[src/rtl/ram_fifo_pkg.sv]
// ram_fifo_pkg: default geometry and pointer wrap helper shared by the FIFO controller.
package ram_fifo_pkg;
   localparam int FIFO_W = 128;
   localparam int FIFO_N = 8;
   localparam int FIFO_AN = 7;
   function automatic int wrap_inc(input int p, input int depth);
      return (p == depth - 1) ? 0 : p + 1;
   endfunction
endpackage

[src/rtl/fifo_ptr.sv]
// fifo_ptr: a_n-bit pointer that advances on en and wraps from w-1 to 0 for any depth w.
module fifo_ptr
   import ram_fifo_pkg::*;
#(
   parameter int w = FIFO_W,
   parameter int a_n = FIFO_AN
) (
   input  logic           CLK,
   input  logic           RST,
   input  logic           en,
   output logic [a_n-1:0] q
);
   always_ff @(posedge CLK or posedge RST)
      if (RST) q <= '0;
      else if (en) q <= a_n'(wrap_inc(int'(q), w));
endmodule

[src/rtl/ram_fifo_ctrl.sv]
// ram_fifo_ctrl: push/pop queue policy in front of a dual-address RAM with registered read.
// Define RAM_FIFO_ERR_EN to add sticky ovf/udf error outputs.
module ram_fifo_ctrl
   import ram_fifo_pkg::*;
#(
   parameter int w = FIFO_W,
   parameter int n = FIFO_N,
   parameter int a_n = FIFO_AN
) (
   input  logic           CLK,
   input  logic           RST,
   input  logic           push,
   input  logic [n-1:0]   din,
   input  logic           pop,
   output logic           full,
   output logic           empty,
   output logic [a_n:0]   count,
   output logic           dval,
   output logic [n-1:0]   dout,
   input  logic [n-1:0]   ram_q,
   output logic           ram_wr,
   output logic [a_n-1:0] ram_addr_w,
   output logic [n-1:0]   ram_di,
   output logic           ram_rd,
   output logic [a_n-1:0] ram_addr_r,
   output logic           ram_oe
`ifdef RAM_FIFO_ERR_EN
   ,
   output logic           ovf,
   output logic           udf
`endif
);
   logic push_acc, pop_acc;
   logic [a_n:0] count_nxt;
   assign push_acc = push & ~full;
   assign pop_acc = pop & ~empty;
   assign ram_wr = push_acc;
   assign ram_di = din;
   assign ram_rd = pop_acc;
   assign ram_oe = RST;
   assign dout = ram_q;
   assign count_nxt = (push_acc && !pop_acc) ? count + 1'b1 :
                      (pop_acc && !push_acc) ? count - 1'b1 : count;
   fifo_ptr #(.w(w), .a_n(a_n)) u_wptr (.CLK(CLK), .RST(RST), .en(push_acc), .q(ram_addr_w));
   fifo_ptr #(.w(w), .a_n(a_n)) u_rptr (.CLK(CLK), .RST(RST), .en(pop_acc), .q(ram_addr_r));
   // Flags come from the next count so they are registered yet track count exactly.
   always_ff @(posedge CLK or posedge RST)
      if (RST) begin
         count <= '0;
         empty <= 1'b1;
         full <= 1'b0;
         dval <= 1'b0;
      end else begin
         count <= count_nxt;
         empty <= count_nxt == '0;
         full <= count_nxt == (a_n+1)'(w);
         dval <= pop_acc;
      end
`ifdef RAM_FIFO_ERR_EN
   always_ff @(posedge CLK or posedge RST)
      if (RST) begin
         ovf <= 1'b0;
         udf <= 1'b0;
      end else begin
         if (push && full) ovf <= 1'b1;
         if (pop && empty) udf <= 1'b1;
      end
`endif
endmodule

[config.mk]
export PLATFORM = sky130hd
export DESIGN_NAME = ram_fifo_ctrl
export DESIGN_NICKNAME = d
export VERILOG_FILES = /design/src/rtl/ram_fifo_pkg.sv /design/src/rtl/fifo_ptr.sv /design/src/rtl/ram_fifo_ctrl.sv
export SDC_FILE = /design/constraint.sdc
export NUM_CORES = 1
export LEC_CHECK = 0
export ABC_AREA = 1
export BUFFER_PORTS_ARGS = -buffer_cell sky130_fd_sc_hd__buf_2
export CAP_MARGIN = 10
export CORE_UTILIZATION = 45
export CTS_CLUSTER_SIZE = 25
export DETAILED_ROUTE_END_ITERATION = 10
export PLACE_DENSITY = 0.81
export REMOVE_ABC_BUFFERS = 1
export SYNTH_ARGS = -nofsm -noshare
export SYNTH_HDL_FRONTEND = slang
export SYNTH_SLANG_ARGS = --single-unit
[constraint.sdc]
create_clock -name CLK -period 3.4 [get_ports CLK]
set_clock_uncertainty 0.2 [all_clocks]
set_input_delay 0.68 -clock CLK [delete_from_list [all_inputs] [get_ports CLK]]
set_output_delay 0.68 -clock CLK [all_outputs]
set_load 0.1 [all_outputs]
==> results.tsv, run 1 <==
metric	value	unit
status	complete, no violations	
vias per cell	4.84	
Cell variety after synth	27	
Crit Path Class	in -> out	
crit-path max FO	8	
GP Congestion	0.827	
register area share after synthesis	39.4	%
largest net degree at the start of global routing	26	
setup TNS	0	ns
total global routing overflow	0	
highest clock rate	0.418	GHz
Mean Syn Cell Area	7.88	µm²
critical path endpoint category	output pin	
Initial Utilization	47.3	%
measured slew at the worst slew-check pin	0.938	ns
Mapped Area	0.00159	mm²
H-tree depth	1	
initial antenna violation count	0	
min Tclk post-route	2.39	ns
row cnt	21	
worst-skew pair later-pin latency	0.33	ns
first-pass GRT wire length	4.89	mm
hold_buf cts	0	
IO Port Bufs	31	
Total Wirelength	3.07	mm
Mapped Cells	202	
endpoints failing setup	0	
CTS tree	built	
routed vias	1288	
Final Hold Fails	0	
Reg clk slew, reported paths	0.13	ns
WL per Instance	11.6	µm
arrival time worst endpoint	1.51	ns
first drt pass iteration count	5	
Slew HR	37.4	%
Die X	61.5	µm
Final HPWL DP	2.38	mm
fin crit share	70.3	%
Num CTS Buffers	3	
required time worst endpoint	2.52	ns
fillers	348	
RSZ-0062 raised after global routing	false	
DRT antenna net count	0	
share of cells above drive strength 1	25.9	%
Max Cap Viol	0	
Die Y	61.5	µm
setup bufs post-CTS	0	
YS warnings	0	
GRT Total Usage	18.0	%
Root Buffer	clkbuf_4	
CTS sink count	25	
Startpoint Class	input port	
IO Pins	64	
Max Root-Sink Buffers	2	
First DRT Iteration DRCs	91	
core area	0.00336	mm²
die area	0.00378	mm²
number of global-route vias before repair	1100	
post_cts resized	0	
area delta synth->final	7.08	%
Final nets	245	
Residual DRC	0	
Final Slew Violations	0	
#FFs+latches synth	25	
# diodes	0	
Hold Path Class	reg -> reg	
## cell usage after synthesis
cell type	count	area (µm²)
a21o_1	1	7.51
a21oi_1	5	25.0
buf_4	17	128
dfrtp_1	24	601
dfstp_2	1	26.3
ha_1	4	50.1
inv_1	29	109
inv_2	5	18.8
mux2i_1	1	10.0
nand2_1	44	165
nand2_2	4	25.0
nand2_4	4	45.0
nand3_1	20	100
nand3_2	2	20.0
nand4_1	1	6.26
nor2_1	15	56.3
nor2_2	2	12.5
nor2_4	3	33.8
nor2_8	1	20.0
nor3_1	4	20.0
nor4_1	1	6.26
o21ai_0	1	5.00
o21ai_1	1	5.00
o22ai_1	3	18.8
o31ai_1	1	7.51
xnor2_1	2	17.5
xor2_1	6	52.6
## critical path: stages
cell and delay [ns]:
buf_2 0.12, inv_2 0.05, nor2_4 0.19, buf_2 0.47
## cell type report
cell class	count	area [µm²]	area share (%)
clock buffer	3	22.5	1.32
clock inverter	1	5.00	0.294
inverter	34	128	7.49
multi-input combinational	126	709	41.6
sequential	25	627	36.8
tap	46	57.6	3.38
timing repair buffer	31	155	9.10
## logic make-up after synthesis
| kind of cell | Yosys count | share of synthesized area (%) |
|---|---|---|
| AOI/OAI and AO/OA | 12 | 4.32 |
| xor gates and xnor gates | 8 | 4.40 |
| DFF | 25 | 39.4 |
| and+or+nand+nor | 101 | 32.1 |
| adders and majority gates | 4 | 3.14 |
| muxes | 1 | 0.629 |
| buffers and inverters | 51 | 16.0 |
## layer usage
metal	up-vias	GRT usage (%)	part of all wire, %	wire [µm]
met3	5	9.03	9.8	300
li1	651	-	-	-
met2	53	26.9	43	1320
met4	0	7.62	1.7	53
met5	-	0	0	0
met1	579	22.1	45	1400
## through the flow
step | cells | hold slack, ns | instance area [µm²] | util, % | worst slack, ns
after floorplan | 185 | 0.507 | 1460 | - | 0.919
after global placement | 262 | 0.298 | 1680 | 49.9 | 1.03
after detailed placement | 262 | 0.303 | 1680 | 49.9 | 1.01
after CTS | 266 | 0.330 | 1700 | 50.7 | 1.01
after global routing | 266 | 0.354 | 1700 | 50.7 | 0.971
final | 266 | 0.325 | 1700 | 50.7 | 1.01
## sequential cells by signal, indices dropped and copies added (netlist names)
signal	flops
count	8
u_rptr.q	7
u_wptr.q	7
dval	1
empty	1
full	1
## cell usage in the layout (no fill, tap or decap), types with 3 or more instances in the layout
master	count
buf_2	31
nor2_4	3
nor3_1	4
dfrtp_1	24
nand2_4	4
a21oi_1	5
nand3_1	20
nand2_2	4
xor2_1	6
inv_1	29
o22ai_1	3
nor2_1	15
ha_1	4
clkbuf_4	3
nand2_1	44
inv_2	5
## final timing paths
check | start | end | slack [ns] | cells after the start
hold reg to reg | u_wptr.q[2] | u_wptr.q[2] | 0.33 | 1
setup / recovery | push | ram_wr | 1.01 | 4
max in group asynchronous | RST | count[7] | 2.08 | 2
min in group asynchronous | RST | u_rptr.q[3] | 0.34 | 2
hold / removal | u_wptr.q[2] | u_wptr.q[2] | 0.33 | 1
setup reg to reg | empty | full | 1.64 | 10
Power of run 1 is not shown: default switching activity piles up to over one toggle a cycle in this logic, so the estimate is an artifact.
==> inputs of run 2 (changes only) <==
- ABC_AREA: 1 -> 0
- PLACE_DENSITY: 0.81 -> 0.82
- clock period: 3.4 -> 2.4 ns (I/O delays scaled with it)
==> run 2 against run 1 <==
The flow now finishes with violations (hold timing). Sequential share of layout area increased by 1.9 points. Wire length increased by 1.9%. Largest cell class unchanged. Register-to-register slack got worse by 1.5 ns. Non-clock buffer count increased by 5. Die area decreased by 5.2%. Setup slack got worse by 0.87 ns. Worst hold slack got worse by 0.33 ns. First-iteration DRC count decreased by 65%. Clock-buffer cell count unchanged.
==> results.tsv, run 2 <==
metric	value	unit
status	complete, but fails checks	
failing checks	hold timing	
fin crit share	94.0	%
worst-skew pair later-pin latency	0.32	ns
First DRT Iteration DRCs	32	
Mapped Cells	157	
Max Root-Sink Buffers	2	
Die Y	59.8	µm
ys flop type	dfrtp_1	
Root Buffer	clkbuf_4	
Startpoint Class	flip-flop	
hold_buf cts	0	
Hold Path Class	in -> async	
Mean Syn Cell Area	9.59	µm²
Reg clk slew, reported paths	0.14	ns
highest clock rate	0.443	GHz
area of the multi-input gates	679	µm²
Register Area	628	µm²
Final Hold Fails	10	
pre-CTS setup slack	0.108	ns
required time worst endpoint	2.42	ns
minimum hold slack	-0.00322	ns
most frequent cells in the layout	buf_2 (31), dfrtp_1 (23), nand2_1 (14)	
initial antenna violation count	0	
YS warnings	0	
worst reg2reg endpoint	empty	
share of cells above drive strength 1	28.4	%
Worst Setup SP	empty	
Final Slew Violations	0	
Crit Path Class	reg -> reg	
fin util	52.3	%
CP Capture Point	empty	
WL per Instance	14.2	µm
asr flop ratio synth	100	%
min Tclk post-route	2.26	ns
Worst R2R Start	empty	
Die X	59.8	µm
area delta synth->final	7.81	%
H-tree depth	1	
commonest cells in the netlist	dfrtp_1 (24), buf_4 (17), nand2_1 (14)	
fillers	302	
measured slew at the worst slew-check pin	0.479	ns
Slew HR	67.8	%
R2R depth	6	
most common cell after layout, fill and taps aside	buf_2	
GP Congestion	0.789	
# diodes	0	
largest net degree at the start of global routing	26	
cell taking the most area after synthesis	dfrtp_1	
Num CTS Buffers	3	
Regs by FF count	count: 8 flops, u_rptr.q: 7 flops, u_wptr.q: 7 flops	
Initial Utilization	48.5	%
register area share after synthesis	41.6	%
number of global-route vias before repair	1150	
Mapped Area	0.00151	mm²
die area	0.00358	mm²
total global routing overflow	0	
CTS tree	built	
endpoints failing setup	0	
GRT Total Usage	19.4	%
Cell variety after synth	42	
Final HPWL DP	2.44	mm
RSZ-0062 raised after global routing	false	
vias per cell	5.26	
Total Wirelength	3.13	mm
#FFs+latches synth	25	
Biggest register	count	
R2R setup slack	0.14	ns
CTS sink count	25	
Post-synth EDFFs	0	
synth top area cells	dfrtp_1 (40%), buf_4 (8.5%), xnor2_1 (5.8%), nand2_1 (3.5%), ha_1 (3.3%)	
area share of the largest cell type after synthesis	39.9	%
first-pass GRT wire length	5.10	mm
arrival time worst endpoint	2.28	ns
final worst slack	0.144	ns
core area	0.00310	mm²
crit-path max FO	20	
IO Port Bufs	31	
routed vias	1158	
row cnt	20	
DRT antenna net count	0	
critical path endpoint category	flip-flop	
top-count cell post-synth	dfrtp_1	
first drt pass iteration count	4	
Final nets	201	
Residual DRC	0	
Max Cap Viol	0	
IO Pins	64	
Largest register FFs	8	
run 2: cell count changes after synthesis, moves of 5 or more:
cell	before	now
xnor2_1	2	10
xor2_1	6	1
nand3_1	20	7
nor2_1	15	6
nand2_1	44	14
o21ai_0	1	8
inv_1	29	8
run 2: timing repair:
item | in CTS | in global routing
resized for setup | 0 | 1
hold endpoints to repair | 0 | 0
setup endpoints to repair | 0 | 1
setup buffers | 0 | 0
run 2: cells by family (layout without fill, tap and decap cells):
| group | after synthesis | in the layout | share of synthesized area (%) |
|---|---|---|---|
| AOI/OAI and AO/OA | 25 | 25 | 12.3 |
| xor gates and xnor gates | 11 | 11 | 6.40 |
| adders and majority gates | 4 | 4 | 3.33 |
| buffers and inverters | 31 | 50 | 13.2 |
| DFF | 25 | 25 | 41.6 |
| and+or+nand+nor | 61 | 61 | 23.1 |
run 2: through the flow:
| step | TNS [ns] | hold slack, ns | cells | area [µm²] |
|---|---|---|---|---|
| final | 0 | -0.00322 | 220 | 1620 |
| after global routing | 0 | 0.0220 | 220 | 1620 |
| after CTS | 0 | 0.00141 | 220 | 1620 |
| after detailed placement | 0 | 0.289 | 216 | 1590 |
| after global placement | 0 | 0.280 | 216 | 1590 |
| after floorplan | -1.08 | 0.307 | 136 | 1350 |
run 2: area by class of cell:
cell class / instances / share of cell area [%]
multi-input combinational: 101 / 41.9
sequential: 25 / 38.7
timing repair buffer: 36 / 11.9
tap: 44 / 3.39
inverter: 10 / 2.47
clock buffer: 3 / 1.39
clock inverter: 1 / 0.308
run 2: worst min-delay path by stage:
stage / from / to / slack (ns) / depth (start not counted)
detailed placement: u_wptr.q[4] / u_wptr.q[4] / 0.29 / 1
global route: RST / u_rptr.q[0] / 0.02 / 3
floorplan: RST / count[0] / 0.31 / 1
finish: RST / count[2] / -0.003 / 3
CTS: RST / count[2] / 0.001 / 3
global placement: u_wptr.q[4] / u_wptr.q[4] / 0.28 / 1
run 2: critical path: stages, from the launching register on:
cell	delay, ns
dfstp_2	0.55
nand2b_2	0.14
inv_4	0.09
o31a_1	0.34
a2111oi_4	0.35
nand4_2	0.16
nor4_1	0.32
run 2: routing by layer:
layer | track usage [%] | share of wire (%) | wire length, µm
met5 | 4.76 | 0 | 0
met4 | 5.65 | 0.26 | 8
met3 | 9.31 | 8.3 | 259
met2 | 29.0 | 45 | 1400
met1 | 24.3 | 47 | 1460
Power of run 2 is left out for the same reason.
==> inputs of run 3 (changes only) <==
- MAX_ROUTING_LAYER: default -> met4
- RECOVER_POWER: default -> 100
- REMOVE_ABC_BUFFERS: 1 -> default
==> run 3 against run 2 <==
Clock-buffer cell count stayed put. Sequential share of layout area is 0.28 points higher. Critical endpoint is now ram_rd. Critical path type is now reg -> out. Non-clock buffer count is 2 lower. Largest cell class unchanged. Setup slack worse by 0.042 ns. Via count hardly changed. Core utilization is 0.77 points higher. The flow now finishes without violations. Final area is 1.5% higher. Sequential cell count stayed put. First-iteration DRC count stayed put.
==> results.tsv, run 3 (synthesized netlist as in run 2, its figures left out) <==
metric	value	unit
CP Capture Point	ram_rd	
vias per cell	5.31	
R2R depth	6	
worst-skew pair later-pin latency	0.31	ns
Startpoint Class	flip-flop	
most common cell after layout, fill and taps aside	clkbuf_2	
Max Cap Viol	0	
fillers	311	
Total Wirelength	2.94	mm
Max Root-Sink Buffers	2	
number of global-route vias before repair	1096	
Met3 Routed Length	151	µm
min Tclk post-route	2.30	ns
H-tree depth	1	
most frequent cells in the layout	clkbuf_2 (26), dfrtp_1 (19), nand2_1 (14)	
IO Port Bufs	31	
first drt pass iteration count	4	
setup bufs post-CTS	0	
routed vias	1157	
IO Pins	64	
Hold Path Origin	pop	
Syn Nets	181	
Num CTS Buffers	3	
area delta synth->final	9.39	%
Die Y	59.8	µm
Hold Path Class	in -> reg	
First DRT Iteration DRCs	32	
Die X	59.8	µm
GRT Total Usage	19.1	%
CTS tree	built	
# diodes	0	
Reg clk slew, reported paths	0.13	ns
die area	0.00358	mm²
Initial Utilization	48.5	%
required time worst endpoint	1.72	ns
placed insts	213	
Worst R2R Start	count[0]	
Regs by FF count	count: 8 flops, u_rptr.q: 7 flops, u_wptr.q: 7 flops	
Largest register FFs	8	
RSZ-0062 raised after global routing	false	
arrival time worst endpoint	1.62	ns
top sig layer	met4	
measured slew at the worst slew-check pin	0.608	ns
share of cells above drive strength 1	31.0	%
fin crit share	95.7	%
Slew HR	59.5	%
row cnt	20	
final cell count without fillers	218	
critical path endpoint category	output pin	
Root Buffer	clkbuf_4	
DR WL met2	1.46	mm
total global routing overflow	0	
DRT antenna net count	0	
highest clock rate	0.435	GHz
Final nets	199	
initial antenna violation count	0	
Worst Setup SP	empty	
worst reg2reg endpoint	empty	
core area	0.00310	mm²
endpoints failing setup	0	
largest net degree at the start of global routing	26	
Final HPWL DP	2.25	mm
first-pass GRT wire length	4.94	mm
GP Congestion	0.946	
CTS sink count	25	
Biggest register	count	
Met1 Wirelength	1.30	mm
crit-path max FO	20	
setup TNS	0	ns
status	complete, no violations	
Final Hold Fails	0	
Residual DRC	0	
R2R setup slack	0.12	ns
Final Slew Violations	0	
WL per Instance	13.5	µm
Crit Path Class	reg -> out	
-- run 3: changes by cell type in the layout (fill, tap and decap cells not counted), moves of 4 or more --
cell | previous run | this run
buf_4 | 5 | 1
buf_2 | 31 | 6
clkbuf_2 | 0 | 26
dfrtp_1 | 23 | 19
-- run 3: layer usage --
metal | GRT usage, % | vias up
met4 | 4.98 | 0
li1 | - | 571
met2 | 31.9 | 36
met3 | 6.49 | 4
met1 | 21.9 | 546
met5 | - | -
-- run 3: metrics by stage --
step | worst slack (ns) | util (%) | hold WS [ns] | area, µm²
2_1_floorplan | 0.00442 | - | 0.306 | 1530
5_1_grt | 0.000166 | 53.1 | 0.311 | 1650
6_report | 0.102 | 53.1 | 0.304 | 1650
3_3_place_gp | 0.208 | 51.4 | 0.292 | 1590
3_5_place_dp | 0.0819 | 51.4 | 0.296 | 1590
4_1_cts | 0.0426 | 52.6 | 0.297 | 1630
-- run 3: worst min path at each step --
stage                   to  slack, ns  cells after the start
2_1_floorplan     count[0]       0.31                      1
3_3_place_gp   u_wptr.q[4]       0.29                      1
3_5_place_dp   u_wptr.q[4]       0.30                      1
4_1_cts        u_rptr.q[1]       0.30                      4
5_1_grt        u_rptr.q[1]       0.31                      4
6_report       u_rptr.q[1]       0.30                      4
-- run 3: cell type report --
| cell class | instances | area (µm²) | share of cell area, % |
|---|---|---|---|
| clock buffer | 3 | 22.5 | 1.37 |
| sequential | 25 | 642 | 39.0 |
| timing repair buffer | 34 | 178 | 10.8 |
| clock inverter | 1 | 5.00 | 0.304 |
| multi-input combinational | 101 | 702 | 42.6 |
| tap | 44 | 55.1 | 3.34 |
| inverter | 10 | 42.5 | 2.58 |
-- run 3: critical path, cell delays in order, from the launching register on --
cell	delay, ns
dfstp_4	0.49
nand2b_4	0.18
inv_4	0.18
buf_2	0.46
-- run 3: timing repair --
item                                    in CTS  in global routing
resized for setup                            0                  3
endpoints found under the setup margin       0                  1
hold endpoints to repair                    19                  0
hold buffers                                 1                  0
Power of run 3 is left out for the same reason.
